<file path="src/rtl/usb_packet_tx_if.sv">
// PID type shared by the packet transmitter and its users, plus the bundle of
// payload, packet-request and PHY-side signals used as the transmitter's port.
package usb_packet_tx_pkg;
  typedef enum logic [3:0] {
    PID_RSVD  = 4'h0, PID_OUT   = 4'h1, PID_ACK   = 4'h2, PID_DATA0 = 4'h3,
    PID_PING  = 4'h4, PID_SOF   = 4'h5, PID_NYET  = 4'h6, PID_DATA2 = 4'h7,
    PID_SPLIT = 4'h8, PID_IN    = 4'h9, PID_NAK   = 4'hA, PID_DATA1 = 4'hB,
    PID_PRE   = 4'hC, PID_SETUP = 4'hD, PID_STALL = 4'hE, PID_MDATA = 4'hF
  } pid_t;
endpackage

interface usb_packet_tx_if;
  import usb_packet_tx_pkg::*;

  logic       wr_en;
  logic [7:0] wr_data;
  logic       send;
  pid_t       pid;
  logic       busy;
  logic       done;
  logic       err;
  logic [7:0] tx_data;
  logic       tx_valid;
  logic       tx_ready;

  modport slave (
    input  wr_en, wr_data, send, pid, tx_ready,
    output busy, done, err, tx_data, tx_valid
  );

  modport master (
    output wr_en, wr_data, send, pid, tx_ready,
    input  busy, done, err, tx_data, tx_valid
  );
endinterface

</file>
<file path="src/rtl/usb_packet_tx.sv">
// USB packet transmitter: buffers up to 8 payload bytes and emits handshake or
// DATA0/DATA1 packets byte by byte to the PHY, appending the inverted CRC16.
module usb_packet_tx
  import usb_packet_tx_pkg::*;
(
  input  logic           clk,
  input  logic           reset,
  usb_packet_tx_if.slave bus
);

  typedef enum logic [2:0] {
    S_IDLE, S_PID, S_DATA, S_CRC_LO, S_CRC_HI, S_EOP
  } state_t;

  state_t      state_q, state_d;
  logic [7:0]  buf_q [8];
  logic [3:0]  len_q, len_d;
  logic [3:0]  idx_q, idx_d;
  logic [15:0] crc_q, crc_d;
  logic [7:0]  tx_data_q, tx_data_d;
  logic        tx_valid_q, tx_valid_d;
  logic        err_q, err_d;
  logic        is_data_q, is_data_d;
  logic        buf_we;
  logic        take;
  logic        pid_hs, pid_dat;
  logic [3:0]  pid_raw;
  logic [7:0]  rd_byte;

  // LSB-first CRC16 (x^16+x^15+x^2+1) advanced by one whole byte.
  function automatic logic [15:0] crc16_byte(input logic [15:0] crc, input logic [7:0] data);
    logic [15:0] c;
    c = crc ^ {8'h00, data};
    for (int i = 0; i < 8; i++) begin
      c = c[0] ? ((c >> 1) ^ 16'hA001) : (c >> 1);
    end
    return c;
  endfunction

  assign pid_raw = bus.pid;
  assign pid_hs  = (bus.pid == PID_ACK) || (bus.pid == PID_NAK) || (bus.pid == PID_STALL);
  assign pid_dat = (bus.pid == PID_DATA0) || (bus.pid == PID_DATA1);
  assign take    = tx_valid_q & bus.tx_ready;
  assign rd_byte = buf_q[idx_q[2:0]];

  // NOTE: every always_comb output gets a default first so no latch is inferred.
  always_comb begin
    state_d    = state_q;
    len_d      = len_q;
    idx_d      = idx_q;
    crc_d      = crc_q;
    tx_data_d  = tx_data_q;
    tx_valid_d = tx_valid_q;
    err_d      = 1'b0;
    is_data_d  = is_data_q;
    buf_we     = 1'b0;

    case (state_q)
      S_IDLE: begin
        if (bus.send) begin
          if (pid_hs || pid_dat) begin
            state_d    = S_PID;
            tx_data_d  = {~pid_raw, pid_raw};
            tx_valid_d = 1'b1;
            crc_d      = 16'hFFFF;
            idx_d      = 4'd0;
            is_data_d  = pid_dat;
          end else begin
            err_d = 1'b1;
          end
        end else if (bus.wr_en && (len_q != 4'd8)) begin
          buf_we = 1'b1;
          len_d  = len_q + 4'd1;
        end
      end
      S_PID: begin
        if (take) begin
          if (!is_data_q) begin
            state_d    = S_EOP;
            tx_valid_d = 1'b0;
            len_d      = 4'd0;
          end else if (len_q == 4'd0) begin
            state_d   = S_CRC_LO;
            tx_data_d = ~crc_q[7:0];
          end else begin
            state_d   = S_DATA;
            tx_data_d = rd_byte;
            crc_d     = crc16_byte(crc_q, rd_byte);
            idx_d     = idx_q + 4'd1;
          end
        end
      end
      S_DATA: begin
        // The CRC absorbs each byte as it is loaded, so it is final by CRC_LO.
        if (take) begin
          if (idx_q == len_q) begin
            state_d   = S_CRC_LO;
            tx_data_d = ~crc_q[7:0];
          end else begin
            tx_data_d = rd_byte;
            crc_d     = crc16_byte(crc_q, rd_byte);
            idx_d     = idx_q + 4'd1;
          end
        end
      end
      S_CRC_LO: begin
        if (take) begin
          state_d   = S_CRC_HI;
          tx_data_d = ~crc_q[15:8];
        end
      end
      S_CRC_HI: begin
        if (take) begin
          state_d    = S_EOP;
          tx_valid_d = 1'b0;
          len_d      = 4'd0;
        end
      end
      S_EOP:   state_d = S_IDLE;
      default: state_d = S_IDLE;
    endcase
  end

  // NOTE: state registers use non-blocking assignments so every flop samples pre-edge values.
  always_ff @(posedge clk or posedge reset) begin
    if (reset) begin
      state_q    <= S_IDLE;
      len_q      <= 4'd0;
      idx_q      <= 4'd0;
      crc_q      <= 16'hFFFF;
      tx_data_q  <= 8'h00;
      tx_valid_q <= 1'b0;
      err_q      <= 1'b0;
      is_data_q  <= 1'b0;
    end else begin
      state_q    <= state_d;
      len_q      <= len_d;
      idx_q      <= idx_d;
      crc_q      <= crc_d;
      tx_data_q  <= tx_data_d;
      tx_valid_q <= tx_valid_d;
      err_q      <= err_d;
      is_data_q  <= is_data_d;
    end
  end

  // NOTE: the payload memory has no reset; length gates which entries are ever read.
  always_ff @(posedge clk) begin
    if (buf_we) begin
      buf_q[len_q[2:0]] <= bus.wr_data;
    end
  end

  assign bus.busy     = (state_q != S_IDLE) && (state_q != S_EOP);
  assign bus.done     = (state_q == S_EOP);
  assign bus.err      = err_q;
  assign bus.tx_data  = tx_data_q;
  assign bus.tx_valid = tx_valid_q;

endmodule
</file>
<file path="src/flat_wrapper.sv">
// flat-port wrapper written by rule: the top's interface ports become plain ports
module usb_packet_tx_flat import usb_packet_tx_pkg::*;
  (clk, reset, bus_wr_en, bus_wr_data, bus_send, bus_pid, bus_tx_ready, bus_busy, bus_done, bus_err, bus_tx_data, bus_tx_valid);
  usb_packet_tx_if bus_i ();
  input  logic clk;
  input  logic reset;
  input wire logic [$bits(bus_i.wr_en)-1:0] bus_wr_en;
  input wire logic [$bits(bus_i.wr_data)-1:0] bus_wr_data;
  input wire logic [$bits(bus_i.send)-1:0] bus_send;
  input wire logic [$bits(bus_i.pid)-1:0] bus_pid;
  input wire logic [$bits(bus_i.tx_ready)-1:0] bus_tx_ready;
  output wire logic [$bits(bus_i.busy)-1:0] bus_busy;
  output wire logic [$bits(bus_i.done)-1:0] bus_done;
  output wire logic [$bits(bus_i.err)-1:0] bus_err;
  output wire logic [$bits(bus_i.tx_data)-1:0] bus_tx_data;
  output wire logic [$bits(bus_i.tx_valid)-1:0] bus_tx_valid;
  assign bus_i.wr_en = bus_wr_en;
  assign bus_i.wr_data = bus_wr_data;
  assign bus_i.send = bus_send;
  assign bus_i.pid = bus_pid;
  assign bus_i.tx_ready = bus_tx_ready;
  assign bus_busy = bus_i.busy;
  assign bus_done = bus_i.done;
  assign bus_err = bus_i.err;
  assign bus_tx_data = bus_i.tx_data;
  assign bus_tx_valid = bus_i.tx_valid;
  usb_packet_tx u_core (.clk(clk), .reset(reset), .bus(bus_i));
endmodule
</file>
<file path="config.mk">
export PLATFORM = sky130hd
export DESIGN_NAME = usb_packet_tx_flat
export DESIGN_NICKNAME = d
export VERILOG_FILES = /design/src/rtl/usb_packet_tx_if.sv /design/src/rtl/usb_packet_tx.sv /design/src/flat_wrapper.sv
export SDC_FILE = /design/constraint.sdc
export NUM_CORES = 1
export LEC_CHECK = 0
export ABC_AREA = 1
export BUFFER_PORTS_ARGS = -buffer_cell sky130_fd_sc_hd__buf_4
export CORE_MARGIN = 1
export CORE_UTILIZATION = 35
export CTS_BUF_LIST = sky130_fd_sc_hd__clkbuf_2
export DETAILED_ROUTE_END_ITERATION = 8
export GPL_ROUTABILITY_DRIVEN = 0
export GPL_TIMING_DRIVEN = 0
export PLACE_DENSITY = 0.53
export SYNTH_ARGS = -nofsm -noshare
export SYNTH_HDL_FRONTEND = slang
export SYNTH_SLANG_ARGS = --single-unit
</file>
<file path="constraint.sdc">
create_clock -name clk -period 4 [get_ports clk]
set_input_delay 0.4 -clock clk [delete_from_list [all_inputs] [get_ports clk]]
set_output_delay 0.4 -clock clk [all_outputs]
set_load 0.02 [all_outputs]
</file>
==> results of run 1 <==
power groups by stage:
stage | logic (uW) | registers, uW | clock network, uW
2_1_floorplan | 1740 | 1490 | 0
3_3_place_gp | 2400 | 1460 | 0
3_5_place_dp | 2430 | 1470 | 0
4_1_cts | 2450 | 1440 | 506
5_1_grt | 2740 | 1470 | 547
6_report | 2440 | 1440 | 490
registers in the layout, summed over array words and instances (netlist names):
signal               cells
u_core.buf_q            64
u_core.len_q             4
u_core.idx_q             4
u_core.crc_q            16
u_core.bus.tx_data       8
u_core.bus.tx_valid      1
u_core.is_data_q         1
u_core.bus.err           1
u_core.state_q           3
layout make-up:
| cell class | count | area (um2) | area share |
|---|---|---|---|
| inverter | 97 | 374 | 0.0626 |
| clock buffer | 9 | 45.0 | 0.00753 |
| clock inverter | 7 | 62.6 | 0.0105 |
| buffer | 16 | 131 | 0.0220 |
| sequential | 102 | 2890 | 0.484 |
| timing repair buffer | 42 | 353 | 0.0590 |
| multi-input combinational | 363 | 1890 | 0.316 |
| tap | 184 | 230 | 0.0385 |
cells by family (layout without fill, tap and decap cells):
kind of cell               Yosys count  after routing
and+or+nand+nor                    274            274
adders and majority gates            3              3
muxes                                1              1
xor gates and xnor gates             5              5
buffers and inverters              113            171
DFF                                102            102
AOI/OAI and AO/OA                   80             80
metrics by stage:
step / total power, uW / area [um2] / cells
5_1_grt: 4750 / 5980 / 820
2_1_floorplan: 3240 / 5260 / 578
4_1_cts: 4400 / 5980 / 820
3_5_place_dp: 3900 / 5750 / 792
6_report: 4370 / 5980 / 820
3_3_place_gp: 3860 / 5700 / 790
cell usage in the layout (no fill, tap or decap), types with 7 or more instances in the layout:
cell type,netlist,final
nand2_2,20,20
dlygate4sd3_1,0,12
buf_6,8,10
nor3_1,13,7
inv_1,90,89
dfrtp_1,22,22
edfxtp_1,64,64
dfstp_2,16,16
o21ai_0,24,24
nand3_1,43,43
nand2_1,133,133
buf_4,1,29
nand3_2,15,15
nor2_1,44,44
o21ai_1,8,8
clkbuf_2,0,9
a21oi_1,17,17
final timing paths:
check	to	from	cells after the start	slack [ns]
worst max-delay path	u_core.buf_q[6][0]$_DFFE_PP_	u_core.len_q[1]$_DFFE_PP0P_	8	1.19
worst min-delay path	u_core.bus.tx_data[3]$_DFFE_PP0P_	bus_pid[3]	3	0.14
worst max register to register	u_core.buf_q[6][0]$_DFFE_PP_	u_core.len_q[1]$_DFFE_PP0P_	8	1.19
worst min register to register	u_core.crc_q[4]$_DFFE_PP1P_	u_core.crc_q[12]$_DFFE_PP1P_	2	0.51
max in group asynchronous	u_core.bus.err$_DFF_PP0_	reset	3	3.05
min in group asynchronous	u_core.state_q[1]$_DFFE_PP0P_	reset	3	0.42
layer usage:
metal / vias up / track usage / share of wire
li1: 2015 / - / -
met1: 1926 / 0.239 / 0.48
met2: 87 / 0.275 / 0.46
met3: 19 / 0.0365 / 0.040
met4: 0 / 0.0609 / 0.017
met5: - / 0 / 0
what timing repair did:
item | 4_1_cts | 5_1_grt
hold endpoints to repair | 88 | 0
buffers inserted | 0 | 0
hold buffers | 12 | 0
critical path, cell delays in order (launching register included):
cell      delay, ns
dfrtp_1        0.42
clkbuf_1       0.35
inv_1          0.19
ha_1           0.24
nand3_1        0.08
nand3_1        0.09
nor2_1         0.20
nand2_1        0.18
nor2_1         0.74
==> impl_metrics.ini, run 1 <==
[final_layout]
drive_above_1_share = 0.209
antenna-diode-count = 0
fill_cells = 1441
layout-area-overhead-vs-synth_pct = 13.7
nets = 651
utilization = 0.410

[worst_setup_path]
endpoint_kind = flip-flop
path_class = flip-flop to flip-flop
critPathLaunchType = flip-flop
cp.arrival_ns = 3.11
cp_max_fo = 8
crit_required_ns = 4.30

[die]
die_x_um = 125
start_util = 0.360
ios = 29
coreArea_mm2 = 0.0146
num_rows = 44
dieArea_mm2 = 0.0155
die_h_um = 125

[synthesis]
synth-edff-count = 64
synth_adder_area_share = 0.00714
async_flop_share = 0.373
synth_common_cells = nand2_1 (133), inv_1 (90), edfxtp_1 (64), nor2_1 (44), nand3_1 (43)
synth_top_area_cell = edfxtp_1
synth-seq-cells = 102
synth_top_family_by_area = simple AND/OR/NAND/NOR gates
synthSimpleGateAreaFrac = 0.242
synth_warnings = 0
syn_area_per_cell_um2 = 9.10
netlist_area_mm2 = 0.00526
synth_flop_cell = edfxtp_1
yosysTopAreaCellShare = 0.365
syn_nets = 598
synth_compound_area_frac = 0.0937
synth.most_common_cell = nand2_1
synth_seq_area_share = 0.550
synth.area.mux_share = 0.00214
synth_xor_area_frac = 0.00833
synthCells = 578
ys_top_cells_by_area = edfxtp_1 (37%), dfrtp_1 (10%), nand2_1 (9.5%)
yosys.cell_types.count = 47

[global_route]
grtUsageTotal = 0.175
grt_first_pass_wirelength_mm = 20.7
grt_max_degree = 39
grt_pass1_vias = 3865
antenna_found_initial = 0
grt_overflow_total = 0

[placed_design]
place_hpwl_mm = 8.96
port-buffer-count = 28
pre_cts_slack_ns = 1.20

[power]
power.density_mw_per_mm2 = 731
combPwrFrac = 0.557
p_leak_uw = 0.00270
p_sw_frac = 0.485
power_frac_clock = 0.112
internal_power_uw = 2250
p_switching_uw = 2120
irDropWorstVdd_mv = 0.230
p_seq_frac = 0.330

[timing]
max_slew_margin = 0.383
drv_slew = 0
finalHoldWorstSlack_ns = 0.145
skew_ns = 0.0241
tns_ns = 0
fin_crit_sh = 0.703
fin_crit_ns = 2.81
max_freq_mhz = 355
setup_viol = 0
tightestPinTransition_ns = 0.922
hold_viol_final = 0
rsz0062_at_grt = false
fin_ws_ns = 1.19

[run]
maxCapViolations = 0

[drt]
post_drt_wl_per_cell_um = 15.6
drc_errors = 0
ant_nets = 0
routed_wirelength_mm = 12.8
vias_per_cell = 4.94
route.vias.total = 4047
drtIter0Drc = 416
first_pass_iters = 5

[clock_network]
cts_tree = done
clock-root-buffer = clkbuf_2
cts_buffers = 9
cts_sinks = 102
cts.clk_slew.worst_paths_ns = 0.29
clockBufferDepth = 2
worstSkewPairLatency_ns = 0.64
cts_resized = 0
h-tree-depth = 3

[hold_path]
hold_class = input port to flip-flop

[outcome]
status = complete, no violations
Note: power is estimated with default switching activity, not from simulation.
==> run 2: changes to the inputs <==
--- a/config.mk
+++ b/config.mk
@@ -13,7 +13,7 @@
 export DETAILED_ROUTE_END_ITERATION = 8
 export GPL_ROUTABILITY_DRIVEN = 0
 export GPL_TIMING_DRIVEN = 0
-export PLACE_DENSITY = 0.53
+export PLACE_DENSITY = 0.54
 export SYNTH_ARGS = -nofsm -noshare
 export SYNTH_HDL_FRONTEND = slang
 export SYNTH_SLANG_ARGS = --single-unit
==> constraint.sdc (replaced) <==
create_clock -name clk -period 2.5 [get_ports clk]
set_input_delay 0.25 -clock clk [delete_from_list [all_inputs] [get_ports clk]]
set_output_delay 0.25 -clock clk [all_outputs]
set_load 0.02 [all_outputs]
==> impl_metrics.ini, run 2 (same netlist as run 1, synthesis figures left out) <==
[worst_setup_path]
slowest_delay_ns = 0.42
cp_max_fo = 8
crit_path_top_delay_cell = dfrtp_1
cp_common_cell = nand3_1
worstPathCellList = clkbuf_4, inv_1, ha_1, nand3_1, nand3_1, nor2_1, nand2_1, nor3_4, buf_12
cp_num_buf_inv = 3
cp.arrival_ns = 2.74
crit_required_ns = 2.90
path_class = flip-flop to flip-flop
endpoint_kind = flip-flop
critPathLaunchType = flip-flop
cp_top_family = simple AND/OR/NAND/NOR gates

[drt]
post_drt_wl_per_cell_um = 15.8
route.vias.total = 4082
met2_length_mm = 6.25
ant_nets = 0
vias_per_cell = 4.94
first_pass_iters = 5
met1Wirelength_mm = 6.17
routed_wirelength_mm = 13.1
top_layer = met4
drc_errors = 0
drtIter0Drc = 302
wl_met3_um = 469

[global_route]
grt_first_pass_wirelength_mm = 21.2
grt_overflow_total = 0
grt_max_degree = 39
antenna_found_initial = 0
grtUsageTotal = 0.177
grt_pass1_vias = 3923

[timing]
max_slew_margin = 0.441
fin_crit_sh = 0.937
drv_slew = 0
tightestPinTransition_ns = 0.837
skew_ns = 0.0446
setup_viol = 0
tns_ns = 0
fin_crit_ns = 2.34
fin_ws_ns = 0.158
hold_viol_final = 0
rsz0062_at_grt = true
max_freq_mhz = 427

[die]
ios = 29
dieArea_mm2 = 0.0155
start_util = 0.360
num_rows = 44
coreArea_mm2 = 0.0146
die_h_um = 125
die_x_um = 125

[clock_network]
clockBufferDepth = 2
cts_sinks = 102
cts_tree = done
clock-root-buffer = clkbuf_2
worstSkewPairLatency_ns = 0.67
cts.clk_slew.worst_paths_ns = 0.30
cts_buffers = 9
h-tree-depth = 3

[placed_design]
pre_cts_slack_ns = -0.316
place_hpwl_mm = 9.07
port-buffer-count = 28
placedCellCount = 791

[outcome]
status = complete, no violations

[final_layout]
instances_no_fill = 827
final_cell_mix = nand2_1 (131), inv_1 (89), edfxtp_1 (64)
drive_above_1_share = 0.226
nets = 658
mostFrequentLayoutCell = nand2_1
layout-area-overhead-vs-synth_pct = 18.3
fill_cells = 1390
antenna-diode-count = 0
largest_register_ffs = 64

[power]
p_leak_uw = 0.00277
power_uw = 7270
power.density_mw_per_mm2 = 1170
irDropWorstVdd_mv = 0.506

[hold_path]
hold_class = input port to flip-flop

[run]
maxCapViolations = 0
-- run 2: cell types whose count changed in the layout (fill, tap and decap cells not counted), moves of 3 or more --
| cell | change |
|---|---|
| buf_12 | +5 |
| nor3_2 | -5 |
| nor2_4 | +3 |
| nor3_4 | +5 |
-- run 2: where the power goes --
part | internal, uW | switching (uW) | leakage [uW]
Combinational | 1390 | 2670 | 0.00166
Clock | 261 | 640 | 0.0000785
Sequential | 2130 | 179 | 0.00102
Total | 3780 | 3490 | 0.00277
-- run 2: routing by layer --
layer  track usage  vias up
met4        0.0503        0
met3        0.0399       13
met2         0.294       83
met1         0.230     1962
li1              -     2024
met5             0        -
-- run 2: layout make-up --
class / instances / area, um2 / share of cell area
Timing Repair Buffer: 49 / 469 / 0.0754
Multi-Input combinational cell: 363 / 1980 / 0.318
Sequential cell: 102 / 2890 / 0.465
Buffer: 16 / 144 / 0.0231
Clock buffer: 9 / 45.0 / 0.00724
Clock inverter: 7 / 88.8 / 0.0143
Tap cell: 184 / 230 / 0.0370
Inverter: 97 / 374 / 0.0601
-- run 2: metrics by stage --
step                      hold slack, ns  area [um2]   util
after CTS                        0.00348        6160  0.422
after floorplan                    0.349        5260      -
final                             0.0582        6220  0.427
after global placement             0.468        5700  0.391
after detailed placement           0.467        5740  0.393
after global routing              0.0102        6220  0.427
-- run 2: worst paths after layout --
check	startpoint	endpoint	slack [ns]	depth (start not counted)
worst max register to register	u_core.len_q[1]$_DFFE_PP0P_	u_core.buf_q[3][1]$_DFFE_PP_	0.16	9
min in group asynchronous	reset	u_core.bus.err$_DFF_PP0_	0.25	3
worst min-delay path	bus_pid[2]	u_core.bus.tx_data[2]$_DFFE_PP0P_	0.06	4
max in group asynchronous	reset	u_core.bus.tx_valid$_DFFE_PP0P_	1.71	3
worst max-delay path	u_core.len_q[1]$_DFFE_PP0P_	u_core.buf_q[3][1]$_DFFE_PP_	0.16	9
worst min register to register	u_core.bus.tx_data[1]$_DFFE_PP0P_	u_core.bus.tx_data[1]$_DFFE_PP0P_	0.52	2
-- run 2: timing repair --
item | CTS | global route
hold buffers | 14 | 0
gates cloned | 0 | 0
setup endpoints to repair | 56 | 71
buffers inserted | 5 | 1
gates resized for setup | 10 | 14
pin swaps | 5 | 2
endpoints found under the hold margin | 92 | 0
-- run 2: worst reg2reg max path: cells and delay by family, from the launching register on --
family,cells,cell delay [ns]
simple gates,5,0.93
flops,1,0.42
fa+ha+maj,1,0.22
buf+inv,3,0.53
==> run 3: changes to the inputs <==
--- a/config.mk
+++ b/config.mk
@@ -8,12 +8,13 @@
 export ABC_AREA = 1
 export BUFFER_PORTS_ARGS = -buffer_cell sky130_fd_sc_hd__buf_4
 export CORE_MARGIN = 1
-export CORE_UTILIZATION = 35
+export CORE_UTILIZATION = 57
 export CTS_BUF_LIST = sky130_fd_sc_hd__clkbuf_2
 export DETAILED_ROUTE_END_ITERATION = 8
-export GPL_ROUTABILITY_DRIVEN = 0
+export GPL_ROUTABILITY_DRIVEN = 1
 export GPL_TIMING_DRIVEN = 0
-export PLACE_DENSITY = 0.54
+export HOLD_SLACK_MARGIN = 0.12
+export PLACE_DENSITY = 0.8
 export SYNTH_ARGS = -nofsm -noshare
 export SYNTH_HDL_FRONTEND = slang
 export SYNTH_SLANG_ARGS = --single-unit
==> impl_metrics.ini, run 3 (same netlist as run 1, synthesis figures left out) <==
[outcome]
status = complete, no violations

[clock_network]
cts_sinks = 102
cts_buffers = 9
clock-root-buffer = clkbuf_2
clockBufferDepth = 2
h-tree-depth = 3
cts_tree = done
worstSkewPairLatency_ns = 0.58
cts.clk_slew.worst_paths_ns = 0.29

[drt]
ant_nets = 0
post_drt_wl_per_cell_um = 16.7
first_pass_iters = 5
drtIter0Drc = 408
vias_per_cell = 5.70
drc_errors = 0
route.vias.total = 4293
routed_wirelength_mm = 12.5

[power]
irDropWorstVdd_mv = 0.686
p_leak_uw = 0.00277
power.density_mw_per_mm2 = 1180
power_uw = 7220

[worst_setup_path]
cp.arrival_ns = 2.75
crit_required_ns = 2.84
cp_max_fo = 8
path_class = flip-flop to flip-flop
critPathLaunchType = flip-flop
rrSetupSlack_ns = 0.1
endpoint_kind = flip-flop

[final_layout]
fill_cells = 634
antenna-diode-count = 0
layout-area-overhead-vs-synth_pct = 16.5
mostFrequentLayoutCell = nand2_1
drive_above_1_share = 0.222
final_cell_mix = nand2_1 (133), inv_1 (89), edfxtp_1 (64)
nets = 660
largest_register_ffs = 64

[timing]
finalHoldWorstSlack_ns = 0.241
hold_viol_final = 0
skew_ns = 0.0300
max_freq_mhz = 416
fin_crit_sh = 0.961
drv_slew = 0
tightestPinTransition_ns = 0.802
fin_crit_ns = 2.40
max_slew_margin = 0.465
setup_viol = 0
rsz0062_at_grt = true

[die]
coreArea_mm2 = 0.00881
die_h_um = 98.1
num_rows = 34
dieArea_mm2 = 0.00961
die_x_um = 98.1
start_util = 0.597
ios = 29

[global_route]
grt_overflow_total = 0
grtUsageTotal = 0.275
grt_first_pass_wirelength_mm = 20.2
grt_max_degree = 39
antenna_found_initial = 0
grt_pass1_vias = 4132

[placed_design]
place_hpwl_mm = 8.32
port-buffer-count = 28
routabilityCongestion = 0.943

[run]
maxCapViolations = 0

[hold_path]
hold_class = input port to flip-flop
## run 3: area by class of cell
| type | count | area (um2) | share of cell area |
|---|---|---|---|
| buffer | 15 | 130 | 0.0212 |
| multi-input combinational | 363 | 1960 | 0.320 |
| clock inverter | 7 | 95.1 | 0.0155 |
| sequential | 102 | 2890 | 0.473 |
| inverter | 97 | 374 | 0.0611 |
| clock buffer | 9 | 45.0 | 0.00735 |
| timing repair buffer | 52 | 493 | 0.0805 |
| tap | 108 | 135 | 0.0221 |
## run 3: power by group
group          switching [uW]  internal (uW)  total, uW
Combinational            2660           1350       4010
Clock                     610            268        878
Sequential                203           2130       2330
Total                    3480           3750       7220
## run 3: routing by layer
metal / routed length (um) / up-vias / GRT usage
li1: - / 2040 / -
met1: 5100 / 2023 / 0.363
met2: 6150 / 200 / 0.446
met3: 954 / 30 / 0.0537
met4: 337 / 0 / 0.119
met5: 0 / - / 0
## run 3: final timing paths
kind | from | endpoint | cells past startpoint
setup / recovery | u_core.len_q[1]$_DFFE_PP0P_ | u_core.buf_q[4][6]$_DFFE_PP_ | 8
hold / removal | bus_wr_en | u_core.bus.tx_valid$_DFFE_PP0P_ | 6
setup reg to reg | u_core.len_q[1]$_DFFE_PP0P_ | u_core.buf_q[4][6]$_DFFE_PP_ | 8
hold reg to reg | u_core.crc_q[11]$_DFFE_PP1P_ | u_core.crc_q[3]$_DFFE_PP1P_ | 2
max in group asynchronous | reset | u_core.len_q[1]$_DFFE_PP0P_ | 3
min in group asynchronous | reset | u_core.is_data_q$_DFFE_PP0P_ | 3
## run 3: stage by stage
| stage | TNS [ns] | util | setup slack, ns | area [um2] | instances |
|---|---|---|---|---|---|
| after floorplan | 0 | - | 0.263 | 5260 | 578 |
| after global placement | -21.65 | 0.636 | -0.620 | 5600 | 714 |
| after detailed placement | -16.12 | 0.638 | -0.537 | 5620 | 714 |
| after CTS | 0 | 0.691 | 0.124 | 6090 | 751 |
| after global routing | -0.0409 | 0.696 | -0.0318 | 6120 | 753 |
| final | 0 | 0.696 | 0.0982 | 6120 | 753 |
## run 3: what timing repair did
| item | 4_1_cts | 5_1_grt |
|---|---|---|
| hold endpoints to repair | 94 | 1 |
| pin swaps | 6 | 0 |
| hold buffers | 14 | 2 |
| endpoints found under the setup margin | 64 | 5 |
| setup buffers | 8 | 0 |
| gates resized for setup | 14 | 6 |
## run 3: critical path, stage by stage, from the launching register on
cell	delay (ns)
dfrtp_2	0.60
inv_1	0.20
ha_1	0.25
nand3_1	0.10
nand3_1	0.09
nor2_1	0.18
nand2_1	0.30
nor3_4	0.32
buf_12	0.16
